<file path="src/rtl/rom_arb_pkg.sv">
// Shared constants and types for the two-port ROM arbiter.
// Tag values name the port that owns an access as it moves through the pipeline.
package rom_arb_pkg;

    localparam logic TAG_A = 1'b0;
    localparam logic TAG_B = 1'b1;

    localparam int ROM_LATENCY    = 1;
    localparam int ARB_PIPE_DEPTH = 2;
    localparam int GNT_TO_RVALID  = ARB_PIPE_DEPTH + ROM_LATENCY;

    typedef enum logic {
        PORT_A = TAG_A,
        PORT_B = TAG_B
    } port_e;

endpackage

</file>
<file path="src/rtl/rom_arbiter_rr_arb2.sv">
// Two-input grant logic: round-robin or fixed A-priority, with the last-winner register.
// Grants are combinational; last_winner advances only when something is granted.
module rr_arb2
    import rom_arb_pkg::*;
#(
    parameter bit FIXED_PRIORITY = 1'b0
) (
    input  logic clk,
    input  logic reset_n,
    input  logic a_req,
    input  logic b_req,
    output logic a_gnt,
    output logic b_gnt,
    output logic grant,
    output logic winner
);

    logic last_winner_reg;

    always_comb begin
        a_gnt = 1'b0;
        b_gnt = 1'b0;
        if (a_req && b_req) begin
            // Under round-robin the port that did not win last time goes first.
            if (FIXED_PRIORITY || (last_winner_reg == TAG_B)) begin
                a_gnt = 1'b1;
            end else begin
                b_gnt = 1'b1;
            end
        end else begin
            a_gnt = a_req;
            b_gnt = b_req;
        end
    end

    assign grant  = a_gnt | b_gnt;
    assign winner = b_gnt ? TAG_B : TAG_A;

    always_ff @(posedge clk or negedge reset_n) begin
        if (!reset_n) begin
            last_winner_reg <= TAG_B;
        end else if (grant) begin
            last_winner_reg <= winner;
        end
    end

endmodule

</file>
<file path="src/rtl/rom_arbiter.sv">
// Shares one registered-output byte ROM between a video port (A) and a CPU port (B).
// Each grant is tagged and followed through the ROM latency to a one-cycle rvalid.
module rom_arbiter
    import rom_arb_pkg::*;
#(
    parameter int ADDR_WIDTH     = 13,
    parameter int DATA_WIDTH     = 8,
    parameter bit FIXED_PRIORITY = 1'b0
) (
    input  logic                  clk,
    input  logic                  reset_n,
    input  logic                  a_req,
    input  logic [ADDR_WIDTH-1:0] a_addr,
    output logic                  a_gnt,
    output logic [DATA_WIDTH-1:0] a_rdata,
    output logic                  a_rvalid,
    input  logic                  b_req,
    input  logic [ADDR_WIDTH-1:0] b_addr,
    output logic                  b_gnt,
    output logic [DATA_WIDTH-1:0] b_rdata,
    output logic                  b_rvalid,
    output logic [ADDR_WIDTH-1:0] rom_addr,
    input  logic [DATA_WIDTH-1:0] rom_data,
    output logic                  busy
);

    localparam int LAST = ARB_PIPE_DEPTH - 1;

    logic                  grant;
    logic                  winner;
    logic [ADDR_WIDTH-1:0] grant_addr;

    logic [ADDR_WIDTH-1:0] rom_addr_reg;
    logic [LAST:0]         valid_reg;
    logic [LAST:0]         tag_reg;
    logic [DATA_WIDTH-1:0] a_rdata_reg;
    logic [DATA_WIDTH-1:0] b_rdata_reg;
    logic                  a_rvalid_reg;
    logic                  b_rvalid_reg;
    logic                  ret_a;
    logic                  ret_b;

    rr_arb2 #(
        .FIXED_PRIORITY(FIXED_PRIORITY)
    ) u_arb (
        .clk     (clk),
        .reset_n (reset_n),
        .a_req   (a_req),
        .b_req   (b_req),
        .a_gnt   (a_gnt),
        .b_gnt   (b_gnt),
        .grant   (grant),
        .winner  (winner)
    );

    assign grant_addr = (winner == TAG_B) ? b_addr : a_addr;

    // The oldest stage lines up with the cycle rom_data holds that access's byte.
    assign ret_a = valid_reg[LAST] && (tag_reg[LAST] == TAG_A);
    assign ret_b = valid_reg[LAST] && (tag_reg[LAST] == TAG_B);

    always_ff @(posedge clk or negedge reset_n) begin
        if (!reset_n) begin
            rom_addr_reg <= '0;
            valid_reg    <= '0;
            tag_reg      <= '0;
            a_rdata_reg  <= '0;
            b_rdata_reg  <= '0;
            a_rvalid_reg <= 1'b0;
            b_rvalid_reg <= 1'b0;
        end else begin
            if (grant) begin
                rom_addr_reg <= grant_addr;
            end
            valid_reg    <= {valid_reg[LAST-1:0], grant};
            tag_reg      <= {tag_reg[LAST-1:0], winner};
            a_rvalid_reg <= ret_a;
            b_rvalid_reg <= ret_b;
            if (ret_a) begin
                a_rdata_reg <= rom_data;
            end
            if (ret_b) begin
                b_rdata_reg <= rom_data;
            end
        end
    end

    assign rom_addr = rom_addr_reg;
    assign a_rdata  = a_rdata_reg;
    assign b_rdata  = b_rdata_reg;
    assign a_rvalid = a_rvalid_reg;
    assign b_rvalid = b_rvalid_reg;
    assign busy     = |valid_reg;

    a_gnt_exclusive: assert property (@(posedge clk) disable iff (!reset_n)
        !(a_gnt && b_gnt));
    gnt_needs_req: assert property (@(posedge clk) disable iff (!reset_n)
        (!a_gnt || a_req) && (!b_gnt || b_req));
    rvalid_exclusive: assert property (@(posedge clk) disable iff (!reset_n)
        !(a_rvalid && b_rvalid));

endmodule
</file>
<file path="config.mk">
export PLATFORM = sky130hd
export DESIGN_NAME = rom_arbiter
export DESIGN_NICKNAME = d
export VERILOG_FILES = /design/src/rtl/rom_arb_pkg.sv /design/src/rtl/rom_arbiter_rr_arb2.sv /design/src/rtl/rom_arbiter.sv
export SDC_FILE = /design/constraint.sdc
export NUM_CORES = 1
export LEC_CHECK = 0
export ABC_CLOCK_PERIOD_IN_PS = 3400
export BUFFER_PORTS_ARGS = -buffer_cell sky130_fd_sc_hd__clkbuf_2
export CAP_MARGIN = 20
export CORE_ASPECT_RATIO = 0.5
export CORE_MARGIN = 5
export CORE_UTILIZATION = 50
export DETAILED_ROUTE_END_ITERATION = 8
export PLACE_DENSITY_LB_ADDON = 0.05
export SLEW_MARGIN = 20
export SYNTH_ARGS = -nofsm -noshare
export SYNTH_HDL_FRONTEND = slang
export SYNTH_SLANG_ARGS = --single-unit
</file>
<file path="constraint.sdc">
create_clock -name clk -period 3.4 [get_ports clk]
set_input_delay 0.17 -clock clk [delete_from_list [all_inputs] [get_ports clk]]
set_output_delay 0.17 -clock clk [all_outputs]
set_load 0.01 [all_outputs]
</file>
Word-level counts from Yosys, hierarchy flattened:

Cells that the tools add are included.

* memories kept: 0
* ROM bits: 0
* memory bits (writable): 0
* output and inout port bits: 34
* word-level logic and storage cells: 20
* flip-flop bits (word level): 36
* latch bits: 0

* multiplexer cells: 6
* div/mod/pow operators: 0
* add/subtract/negate cells: 0
* reduce and logical (&&, ||, !) cells: 4
* $mul: 0
* shifts and indexed selects: 0
* order comparisons: 0
* bitwise logic cells: 2
* equal/unequal tests: 0

Operators with widths (number)
* $mux 13: 1
* $mux 1: 5
* $logic_and 1x1->1: 3
* $reduce_or 2->1: 1
* $not 1->1: 1
* $or 1x1->1: 1

Depth between registers and ports, before layout:

* word-level depth: 4
* gate-level depth with buffers: 5

Cells and area by module:

From an unflattened synthesis, not the netlist that was laid out.

* cells, all modules: 108
* area, all modules: 1476.4 um^2

Modules (own cells, without submodules)
* rom_arbiter: area each 1407.6 um^2, instances 1, cells an instance 100, sequential area each 875.8 um^2
* rr_arb2: area each 68.8 um^2, instances 1, cells an instance 8, sequential area each 26.3 um^2

Worst setup path after synthesis:

OpenSTA, ideal clock, no wires.

* kind: reg2out
* start point: register u_arb.last_winner_reg
* end point: output a_gnt
* path slack: 2.274 ns
* stages on the path, launching flop included: 4
* buffers on the path: 1
* arrival time: 0.956 ns
* cells stage by stage: dfstp_2 -> buf_4 -> inv_1 -> a21boi_1

* word-level cells in the longest chain between the ends: 2

Ends and longest elaborated chain
* from (decl): line rom_arbiter_rr_arb2.sv:18 `logic last_winner_reg;`
* from (signal assigned): line rom_arbiter_rr_arb2.sv:43 `last_winner_reg <= winner;`
* $mux 1: line rom_arbiter_rr_arb2.sv:25 `if (FIXED_PRIORITY || (last_winner_reg == TAG_B)) begin`
* $mux 1: line rom_arbiter_rr_arb2.sv:23 `if (a_req && b_req) begin`
* to (decl): line rom_arbiter.sv:14 `output logic a_gnt,`

Every way passes these cells.

Final worst setup path:

* start point: register u_arb.last_winner_reg
* end point: output b_gnt

* word-level cells in the longest chain between the ends: 2

Ends and longest elaborated chain
* $mux 1: line rom_arbiter_rr_arb2.sv:25
* $mux 1: line rom_arbiter_rr_arb2.sv:23
* to (decl): line rom_arbiter.sv:19 `output logic b_gnt,`

Every way passes these cells.

==> flow_metrics.env <==
export IMPL_cts_hold_buf=0
export IMPL_grt_pass1_wl_microns=5730
export IMPL_drt_pass1_iterations=4
export IMPL_cts_resized=0
export IMPL_clk_pin_slew_ns=0.08
export IMPL_initial_core_util=0.528
export IMPL_synthCells=124
export IMPL_slew_violations=0
export IMPL_fp_dieH_microns=50.0
export IMPL_p_leak_nw=1.09
export IMPL_cts_made_buffers=5
export IMPL_cts_setup_buffers=0
export IMPL_p_total_w=0.00106
export IMPL_finalWeightedCongestion=0.701
export IMPL_ys_seq_elements=36
export IMPL_drtIter0Drc=22
export IMPL_powerDensity_nw_per_um2=524
export IMPL_clkPwrFrac=0.280
export IMPL_vias_per_cell=5.23
export IMPL_numPortBuffers=71
export IMPL_setup_viol=0
export IMPL_overflow=0
export IMPL_routed_wl_microns=3430
export IMPL_tns_ns=0
export IMPL_path_delay_family="flip-flops"
export IMPL_arrival_ns=1.48
export IMPL_io_pin_count=72
export IMPL_period_minus_slack_ns=1.65
export IMPL_combPwrFrac=0.220
export IMPL_nNetsFinal=231
export IMPL_synth_cell_area_sq_um=1600
export IMPL_cp_cell_sequence="nand2_4 > nand2_1 > inv_1 > clkbuf_2"
export IMPL_peakVddDrop_v=0.000385
export IMPL_rsz0062_at_grt="false"
export IMPL_hp_class="input port to async pin"
export IMPL_htreeDepth=2
export IMPL_outcome="finished, violations left"
export IMPL_drv_cap=0
export IMPL_syn_area_per_cell_sq_um=12.9
export IMPL_fin_skew_ns=0.00546
export IMPL_insertion_delay_ns=0.28
export IMPL_final_area_sq_um=2030
export IMPL_dieArea_sq_um=4500
export IMPL_path_buf_inv=2
export IMPL_core_sq_um=3030
export IMPL_cpMaxStageDelayCell="dfstp_2"
export IMPL_drive_gt1_frac=0.469
export IMPL_gr_usage_all_layers=0.158
export IMPL_wl_per_cell_microns=14.7
export IMPL_power_switching_w=0.000312
export IMPL_max_stage_delay_ns=0.70
export IMPL_p_int_w=0.000751
export IMPL_sequentialPowerShare=0.499
export IMPL_fmax_mhz=606
export IMPL_yosysSeqAreaShare=0.563
export IMPL_violations="negative hold slack"
export IMPL_ys_warnings_count=0
export IMPL_worst_slew_pin_slew_ns=1.00
export IMPL_worstPathMaxFanout=16
export IMPL_grt_start_max_net_pins=37
export IMPL_first_global_vias=1218
export IMPL_cts_tree="done"
export IMPL_postPlaceCellArea_sq_um=1940
export IMPL_crit_required_ns=3.23
export IMPL_worstSetupPathType="flop to primary output"
export IMPL_start_kind="flop"
export IMPL_dieWidth_microns=90.0
export IMPL_dp_hpwl_microns=2390
export IMPL_synthDistinctLibCells=21
export IMPL_swShare=0.294
export IMPL_holdWs_ns=-0.00803
export IMPL_root_buffer="clkbuf_8"
export IMPL_largest_reg_flops=13
export IMPL_end_kind="primary output"
export IMPL_hold_violations=18
export IMPL_grt_antenna_before_repair=0
export IMPL_ant_nets=0
export IMPL_area_growth_pct=26.7
export IMPL_syn_num_nets=162
export IMPL_num_vias=1223
export IMPL_cts_buffer_depth=2
export IMPL_row_count=14
export IMPL_drc=0
export IMPL_period_share=0.485
export IMPL_diodes=0
export IMPL_cts_sinks=36
export IMPL_max_slew_margin=0.331
==> cells in the mapped netlist (all sizes together) <==
library cell	number	area (sq um)
buf	6	53.8
inv	3	11.3
o21a	1	7.51
a31oi	13	81.3
a21boi	1	7.51
mux2	16	210
o21ai	13	65.1
and3	13	81.3
dfstp	1	26.3
nand2	3	21.3
nor2b	1	6.26
clkbuf	3	11.3
mux2i	13	130
dfrtp	35	876
or2	2	12.5
==> kinds of logic (layout without fill, tap and decap cells) <==
logic type,after synthesis,count (layout),share of synthesized area
muxes,29,29,0.213
buffers and inverters,12,82,0.0476
DFF,36,36,0.563
and+or+nand+nor,19,19,0.0758
AOI/OAI and AO/OA,28,28,0.101
==> final timing paths <==
kind / startpoint / end / slack [ns] / depth (start not counted)
min in group clk: rom_data[2] / b_rdata[2] / 0.11 / 2
max in group asynchronous: reset_n / rom_addr[12] / 2.86 / 1
max: u_arb.last_winner_reg / b_gnt / 1.75 / 4
min: reset_n / b_rvalid / -0.008 / 1
min reg2reg: tag_reg[0] / tag_reg[1] / 0.37 / 0
max reg2reg: valid_reg[1] / a_rdata[6] / 1.76 / 2
==> worst reg2reg max path, stage by stage, from the launching register on <==
cell     delay, ns
dfrtp_1       0.37
nor2b_1       0.80
mux2_4        0.36
==> cells in the final DEF, fill, tap and decap left out <==
cell type / n
nand2_2: 1
clkinv_4: 1
and3_1: 13
clkbuf_2: 71
a21boi_1: 1
mux2i_1: 13
nand2_1: 1
o21a_1: 1
mux2_4: 8
dfrtp_1: 35
dfstp_2: 1
o21ai_1: 13
inv_1: 3
or2_1: 1
or2_2: 1
nor2b_1: 1
clkbuf_8: 5
a31oi_1: 13
nand2_4: 1
mux2_1: 8
clkinv_2: 2
==> power by group through the flow <==
stage	registers [W]	clock network [W]	logic [W]
2_1_floorplan	0.000558	0	0.000114
3_3_place_gp	0.000537	0	0.000234
3_5_place_dp	0.000539	0	0.000239
4_1_cts	0.000531	0.000304	0.000240
5_1_grt	0.000539	0.000323	0.000261
6_report	0.000531	0.000298	0.000234
==> layout make-up <==
type	count	area [sq um]
clock inverter	3	18.8
inverter	3	11.3
sequential	36	902
fill	246	1000
tap	40	50.0
clock buffer	5	68.8
multi-input combinational	76	623
timing repair buffer	71	355
==> layer usage <==
metal	vias to the layer above	share of wire	track usage	wire, microns
li1	589	-	-	-
met1	583	0.44	0.200	1520
met2	44	0.46	0.246	1580
met3	7	0.082	0.0699	280
met4	0	0.018	0.0470	61
met5	-	0	0	0
==> stage by stage <==
stage,cells,worst slack (ns),utilization
6_report,234,1.75,0.670
5_1_grt,234,1.66,0.670
4_1_cts,234,1.73,0.670
3_5_place_dp,226,1.74,0.641
3_3_place_gp,226,1.78,0.641
2_1_floorplan,124,2.27,-
Note: power is estimated with default switching activity, not from simulation.
